`src/rtl/l1_bus_arb.sv`:
```
// l1_bus_arb: arbitrates L1i refill reads, L1d refill reads and L1d stores onto the
// single core bus. Only one bus transaction is outstanding at a time.
//
// Ports:
//   clk, rst                     core clock, asynchronous active-high reset
//   i_addr/i_rd/i_rdata/i_dv     L1i refill request (level) and completion pulse
//   d_addr/d_ext/d_rd/d_wr/
//   d_wdata/d_len/d_rdata/d_dv   L1d refill/store request (level) and completion pulse
//   lock_req/lock_ack            dmem atomic bus lock handshake
//   c_addr/c_ext/c_rd/c_wr/
//   c_wdata/c_len/c_rdata/c_dv   core bus; strobes are level, c_dv is a 1-cycle pulse
//   bus_err                      (ARB_TIMEOUT_EN only) 1-cycle pulse on bus timeout
//
// Build option: define ARB_TIMEOUT_EN to add a 16-bit watchdog that aborts a serving
// transaction when c_dv never arrives.
module l1_bus_arb #(
  parameter int unsigned LINE_W = 256
) (
  input  logic              clk,
  input  logic              rst,
  input  logic [63:0]       i_addr,
  input  logic              i_rd,
  output logic [LINE_W-1:0] i_rdata,
  output logic              i_dv,
  input  logic [63:0]       d_addr,
  input  logic              d_ext,
  input  logic              d_rd,
  input  logic              d_wr,
  input  logic [63:0]       d_wdata,
  input  logic [1:0]        d_len,
  output logic [LINE_W-1:0] d_rdata,
  output logic              d_dv,
  input  logic              lock_req,
  output logic              lock_ack,
  output logic [63:0]       c_addr,
  output logic              c_ext,
  output logic              c_rd,
  output logic              c_wr,
  output logic [63:0]       c_wdata,
  output logic [1:0]        c_len,
  input  logic [LINE_W-1:0] c_rdata,
`ifdef ARB_TIMEOUT_EN
  output logic              bus_err,
`endif
  input  logic              c_dv
);

  typedef enum logic [2:0] {
    StIdle = 3'd0,
    StGap  = 3'd1,
    StRdI  = 3'd2,
    StRdD  = 3'd3,
    StWrD  = 3'd4
  } state_e;

  // rr_last encoding: which side completed the most recent unlocked transaction
  localparam logic RrI = 1'b0;
  localparam logic RrD = 1'b1;

  state_e      state_q, state_d;
  logic        rr_last_q, rr_last_d;
  logic        gap_i_q, gap_i_d;     // current GAP follows an RD_I transaction
  logic        lock_ack_q, lock_ack_d;
  logic [63:0] c_addr_q, c_addr_d;
  logic [63:0] c_wdata_q, c_wdata_d;
  logic [1:0]  c_len_q, c_len_d;
  logic        c_ext_q, c_ext_d;
  logic        c_rd_q, c_rd_d;
  logic        c_wr_q, c_wr_d;

  logic serving;
  logic to_hit;
  logic done;
  logic d_req;
  logic grant_i;
  logic grant_d;
  logic idle_grant_i;

  assign serving = (state_q == StRdI) || (state_q == StRdD) || (state_q == StWrD);

`ifdef ARB_TIMEOUT_EN
  logic [15:0] to_cnt_q, to_cnt_d;
  assign to_hit  = serving && (to_cnt_q == 16'hFFFF) && !c_dv;
  assign bus_err = to_hit;
`else
  assign to_hit = 1'b0;
`endif

  assign done = serving && (c_dv || to_hit);

  // I loses to D only when I was served last; I is stalled entirely while locked.
  assign d_req        = d_rd || d_wr;
  assign grant_i      = i_rd && !lock_ack_q && (!d_req || (rr_last_q == RrD));
  assign grant_d      = d_req && !grant_i;
  assign idle_grant_i = (state_q == StIdle) && grant_i;

  always_comb begin
    state_d   = state_q;
    rr_last_d = rr_last_q;
    gap_i_d   = gap_i_q;
    c_addr_d  = c_addr_q;
    c_wdata_d = c_wdata_q;
    c_len_d   = c_len_q;
    c_ext_d   = c_ext_q;
    c_rd_d    = c_rd_q;
    c_wr_d    = c_wr_q;
`ifdef ARB_TIMEOUT_EN
    to_cnt_d  = to_cnt_q;
`endif

    case (state_q)
      StIdle: begin
        if (grant_i) begin
          state_d  = StRdI;
          c_rd_d   = 1'b1;
          c_addr_d = i_addr;
          c_ext_d  = 1'b0;
`ifdef ARB_TIMEOUT_EN
          to_cnt_d = '0;
`endif
        end else if (grant_d) begin
          c_addr_d = d_addr;
          c_ext_d  = d_ext;
          // Stores go first so they stay ordered ahead of a pending refill.
          if (d_wr) begin
            state_d   = StWrD;
            c_wr_d    = 1'b1;
            c_wdata_d = d_wdata;
            c_len_d   = d_len;
          end else begin
            state_d = StRdD;
            c_rd_d  = 1'b1;
          end
`ifdef ARB_TIMEOUT_EN
          to_cnt_d = '0;
`endif
        end
      end

      StRdI, StRdD, StWrD: begin
        if (done) begin
          state_d = StGap;
          c_rd_d  = 1'b0;
          c_wr_d  = 1'b0;
          gap_i_d = (state_q == StRdI);
          if (!lock_ack_q) begin
            rr_last_d = (state_q == StRdI) ? RrI : RrD;
          end
        end else begin
`ifdef ARB_TIMEOUT_EN
          to_cnt_d = to_cnt_q + 16'd1;
`endif
        end
      end

      StGap: begin
        state_d = StIdle;
      end

      default: begin
        state_d = StIdle;
        c_rd_d  = 1'b0;
        c_wr_d  = 1'b0;
      end
    endcase

    // Never acknowledge a lock while an I refill owns the bus, including the cycle an
    // I grant is being taken, so lock_ack cannot rise under an I transaction.
    lock_ack_d = lock_req && (state_q != StRdI) && !((state_q == StGap) && gap_i_q) &&
                 !idle_grant_i;
  end

  always_ff @(posedge clk or posedge rst) begin
    if (rst) begin
      state_q    <= StIdle;
      rr_last_q  <= RrD;
      gap_i_q    <= 1'b0;
      lock_ack_q <= 1'b0;
      c_addr_q   <= '0;
      c_wdata_q  <= '0;
      c_len_q    <= '0;
      c_ext_q    <= 1'b0;
      c_rd_q     <= 1'b0;
      c_wr_q     <= 1'b0;
`ifdef ARB_TIMEOUT_EN
      to_cnt_q   <= '0;
`endif
    end else begin
      state_q    <= state_d;
      rr_last_q  <= rr_last_d;
      gap_i_q    <= gap_i_d;
      lock_ack_q <= lock_ack_d;
      c_addr_q   <= c_addr_d;
      c_wdata_q  <= c_wdata_d;
      c_len_q    <= c_len_d;
      c_ext_q    <= c_ext_d;
      c_rd_q     <= c_rd_d;
      c_wr_q     <= c_wr_d;
`ifdef ARB_TIMEOUT_EN
      to_cnt_q   <= to_cnt_d;
`endif
    end
  end

  assign c_addr   = c_addr_q;
  assign c_wdata  = c_wdata_q;
  assign c_len    = c_len_q;
  assign c_ext    = c_ext_q;
  assign c_rd     = c_rd_q;
  assign c_wr     = c_wr_q;
  assign lock_ack = lock_ack_q;

  assign i_dv    = (state_q == StRdI) && done;
  assign d_dv    = ((state_q == StRdD) || (state_q == StWrD)) && done;
  // Read data is a pass-through; only meaningful while the matching dv is high.
  assign i_rdata = c_rdata;
  assign d_rdata = c_rdata;

endmodule

```
`config.mk`:
```
export PLATFORM = sky130hd
export DESIGN_NAME = l1_bus_arb
export DESIGN_NICKNAME = d
export VERILOG_FILES = /design/src/rtl/l1_bus_arb.sv
export SDC_FILE = /design/constraint.sdc
export NUM_CORES = 1
export LEC_CHECK = 0
export ABC_CLOCK_PERIOD_IN_PS = 11250
export CAP_MARGIN = 10
export CORE_AREA = 2 2 436 438
export CTS_CLUSTER_SIZE = 40
export DETAILED_ROUTE_END_ITERATION = 12
export DIE_AREA = 0 0 438 440
export HOLD_SLACK_MARGIN = 0.03
export PLACE_DENSITY = 0.3
export SYNTH_ARGS = -nofsm -noshare
export SYNTH_HDL_FRONTEND = slang
export SYNTH_SLANG_ARGS = --single-unit
```
`constraint.sdc`:
```
create_clock -name clk -period 11.25 [get_ports clk]
set_input_delay 2.25 -clock clk [delete_from_list [all_inputs] [get_ports clk]]
set_output_delay 2.25 -clock clk [all_outputs]
set_load 0.005 [all_outputs]
```
# [After elaboration in Yosys (flattened, before gate mapping)]
# Index checks and enable logic that the tools add are counted.
[word_totals] wordCells=74 ff_bits=139
[classes] n_bitwise=3 reduce_logical=31 mux=19 n_eq_ne=11
[ops] op="$mux W64" count=2
[ops] op="$mux W3" count=4
[ops] op="$logic_and A1 B1 Y1" count=11
[ops] op="$mux W1" count=10
[ops] op="$ne A2 B2 Y1 const B" count=4
[ops] op="$reduce_and A4 Y1" count=2
[ops] op="$eq A3 B2 Y1 const B" count=2
[ops] op="$ne A3 B3 Y1 const B" count=2
[ops] op="$pmux W1 S3" count=2
[ops] op="$pmux W3 S2" count=1
[ops] op="$reduce_and A2 Y1" count=3
[ops] op="$logic_not A1 Y1" count=5
[ops] op="$logic_or A1 B1 Y1" count=5
[ops] op="$reduce_and A5 Y1" count=1
[ops] op="$eq A3 B1 Y1 const B" count=1
[ops] op="$eq A3 B3 Y1 const B" count=1
[ops] op="$logic_not A3 Y1" count=1
[ops] op="$ne A3 B2 Y1 const B" count=1
[ops] op="$not A1 Y1" count=3
[ops] op="$reduce_and A3 Y1" count=1
[ops] op="$reduce_or A3 Y1" count=1
[ops] op="$reduce_bool A2 Y1" count=1

# [Depth between registers and ports, before layout]
[depth] ltp_word=9 ltp_mapped=8 ltp_nobuf=4

# [Least setup slack after synthesis]
# No wires, ideal clock.
[synth_timing] kind="in2out" from="input c_dv" to="output i_dv" required_ps=9000 path_buffers=0 arrival_time_ps=2450 cell_stages=2 setup_slack_ps=6550 cell_sequence="nand2b_1 nor2_1"
[synth_via] elab_chain_cells=2
[synth_lines] item="start: declaration" line_no="45" source="input logic c_dv"
[synth_lines] item="$logic_and A1 B1 Y1" line_no="89" source="assign done = serving && (c_dv || to_hit);"
[synth_lines] item="$logic_and A1 B1 Y1" line_no="213" source="assign i_dv = (state_q == StRdI) && done;"
[synth_lines] item="end: declaration" line_no="24" source="output logic i_dv,"
# Every way passes these cells.

# [Worst setup path in the final report]
# Ends and elaborated chain as after synthesis.

==> impl_metrics.tcl <==
set metrics [dict create \
    intPower_uw 1880 \
    start_util_pct 5.23 \
    startpoint "c_dv" \
    drive_above_1_share_pct 12.5 \
    place_congestion 0.715 \
    setup_ws_ns 5.24 \
    num_rows 160 \
    crit_cells 4 \
    final-hold-violation-count 0 \
    cp_max_fo 9 \
    htreeDepth 4 \
    pin_count 1106 \
    antenna_found_initial 17 \
    port_buffers 337 \
    syn_avg_cell_area_sq_um 9.24 \
    worstReg2RegEnd "c_wdata[62]$_DFFE_PP0P_" \
    clock_path_buffers 2 \
    wl_per_cell_microns 23.7 \
    vias 6371 \
    synth_fp_nets 1525 \
    syn_inst 1067 \
    area_growth_pct 31.4 \
    die_x_microns 438 \
    min_path_cells 1 \
    ys_ff_latch 139 \
    worst_slew_pin_slew_ns 1.01 \
    final_common_cell "clkdlybuf4s50_1" \
    rsz0062_at_grt "no" \
    hold_buffers 0 \
    critPathKind "input port to output port" \
    synth_top_family_by_area "buffers and inverters" \
    synth_compound_area_share_pct 5.51 \
    power_uw 2880 \
    synth-simple-area-share_pct 9.05 \
    final.setup.tns_ns 0 \
    synth_edf_count 0 \
    clk_latency_ns 0.50 \
    design.core.area_sq_mm 0.189 \
    fin_crit_sh_pct 53.5 \
    firstDrtPassIters 5 \
    vias_per_cell 1.87 \
    groute.usage.overall_pct 8.07 \
    final-setup-viol-count 0 \
    synth-seq-area-share_pct 35.3 \
    slowest_delay_ns 0.65 \
    synthFlopType "dfrtp_1" \
    synth-xor-area-share_pct 0 \
    period_needed_ns 6.01 \
    ctsResizeCount 0 \
    critPathRequiredTime_ns 9.00 \
    cp-end-kind "output port" \
    max_freq_ghz 0.166 \
    layout_common_cells "337 x clkdlybuf4s50_1, 138 x dfrtp_1, 133 x nand2_1" \
    r2r_start "rr_last_q$_DFFE_PP1P_" \
    power_leakage_uw 0.00427 \
    rr_worst_depth 4 \
    synth_area_sq_mm 0.00986 \
    p_clk_share_pct 21.2 \
    ant_nets 0 \
    synthAdderAreaFrac_pct 0 \
    cp_top_family "buffers and inverters" \
    crit_path_cell_trace "clkdlybuf4s50_1 > nand2b_1 > nor2_1 > clkdlybuf4s50_1" \
    status "finished, final reports clean" \
    cts_tree "yes" \
    place_ws_ns 5.18 \
    drv_slew 0 \
    fin_skew_ns 0.0157 \
    placed_cell_area_sq_mm 0.0124 \
    synth_mux_area_share_pct 8.64 \
    ys_types 32 \
    cp_common_cell "clkdlybuf4s50_1" \
    die_h_microns 440 \
    grt_max_degree 77 \
    dp_hpwl_microns 71200 \
    async_reset_ff_share_pct 100 \
    r2r_slack_ns 8.81 \
    drc 0 \
    power.switching_uw 1010 \
    grt_first_pass_wirelength_microns 95200 \
    clockRootBuffer "clkbuf_16" \
    comb_power_share_pct 46.7 \
    ys_warn_count 0 \
    cts.clk_slew.worst_paths_ns 0.07 \
    cp-start-kind "input port" \
    routed_wirelength_microns 80700 \
    drt-initial-drc-count 285 \
    arrival_ns 3.76 \
    p_per_area_mw_per_mm2 223 \
    nets 1335 \
    final_core_util_pct 6.87 \
    dieArea_sq_mm 0.193 \
    cts.sinks 139 \
    numCtsBuffers 17 \
    p_seq_share_pct 32.1 \
    grt_overflow_total 0 \
    critPathSlowestCell "clkdlybuf4s50_1" \
    final_cell_area_sq_mm 0.0130 \
    grt_pass1_vias 6490 \
    cts_setup_buffers 0 \
    crit_buf_inv 2 \
    cap_violations 0 \
    maxSlewHeadroom_pct 33.0 \
    hp-class "flop to flop" \
    endpoint "i_dv" \
    swShare_pct 35.0 \
    ir_worst_vdd_mv 0.155 \
]
-- cell families after synthesis --
group                  count (synthesis)
buffers and inverters                555
multiplexers                          66
AND/OR/NAND/NOR                      222
flip-flops                           139
AO/OA/AOI/OAI                         85
-- worst min path at each step --
stage	start	to	slack, ns
finish	c_wdata[52]$_DFFE_PP0P_	c_wdata[52]$_DFFE_PP0P_	0.51
global route	c_len[1]$_DFFE_PP0P_	c_len[1]$_DFFE_PP0P_	0.52
CTS	c_len[1]$_DFFE_PP0P_	c_len[1]$_DFFE_PP0P_	0.51
detailed placement	c_len[1]$_DFFE_PP0P_	c_len[1]$_DFFE_PP0P_	0.49
global placement	c_wdata[45]$_DFFE_PP0P_	c_wdata[45]$_DFFE_PP0P_	0.49
floorplan	gap_i_q$_DFFE_PP0P_	gap_i_q$_DFFE_PP0P_	0.50
-- sequential cells by signal, indices dropped and copies added (netlist names) --
name / count
c_len: 2
state_q: 3
c_wdata: 64
c_ext: 1
c_addr: 64
lock_ack: 1
c_wr: 1
gap_i_q: 1
rr_last_q: 1
c_rd: 1
-- cells in the mapped netlist, types with 4 or more instances --
| library cell | count | area (sq um) |
|---|---|---|
| a31oi_1 | 65 | 407 |
| a21oi_1 | 4 | 20.0 |
| nand2_1 | 134 | 503 |
| buf_2 | 21 | 105 |
| inv_1 | 4 | 15.0 |
| mux2_2 | 37 | 417 |
| buf_4 | 513 | 3850 |
| buf_6 | 8 | 90.1 |
| nor2_1 | 72 | 270 |
| o21ai_0 | 5 | 25.0 |
| mux2_4 | 29 | 435 |
| dfrtp_1 | 138 | 3450 |
| clkbuf_1 | 9 | 33.8 |
| nand2b_1 | 4 | 25.0 |
-- power by group through the flow --
stage	Clock (uW)	Sequential [uW]	Combinational [uW]
3_3_place_gp	0	930	1390
5_1_grt	671	962	1470
6_report	612	926	1350
2_1_floorplan	0	917	757
4_1_cts	655	928	1390
3_5_place_dp	0	936	1390
-- final cells by class --
type,instances,area (sq um)
Fill cell,22200,176000
Sequential cell,139,3480
Timing Repair Buffer,342,3410
Tap cell,2511,3140
Multi-Input combinational cell,373,2310
Clock buffer,20,457
Clock inverter,12,140
Inverter,4,20.0
Antenna cell,1,2.50
-- per-layer routing --
layer,vias to the layer above,routed length (microns),global-route usage [%]
met5,-,392,1.14
met4,17,3910,3.86
met3,173,18400,9.10
met2,832,39900,13.6
met1,2819,18100,5.12
li1,2530,-,-
-- per-stage QoR --
stage,hold slack (ns),instances
4_1_cts,0.507,3401
5_1_grt,0.517,3401
3_3_place_gp,0.489,3369
2_1_floorplan,0.497,1067
6_report,0.506,3402
3_5_place_dp,0.492,3369
Note: power is estimated with default switching activity, not from simulation.
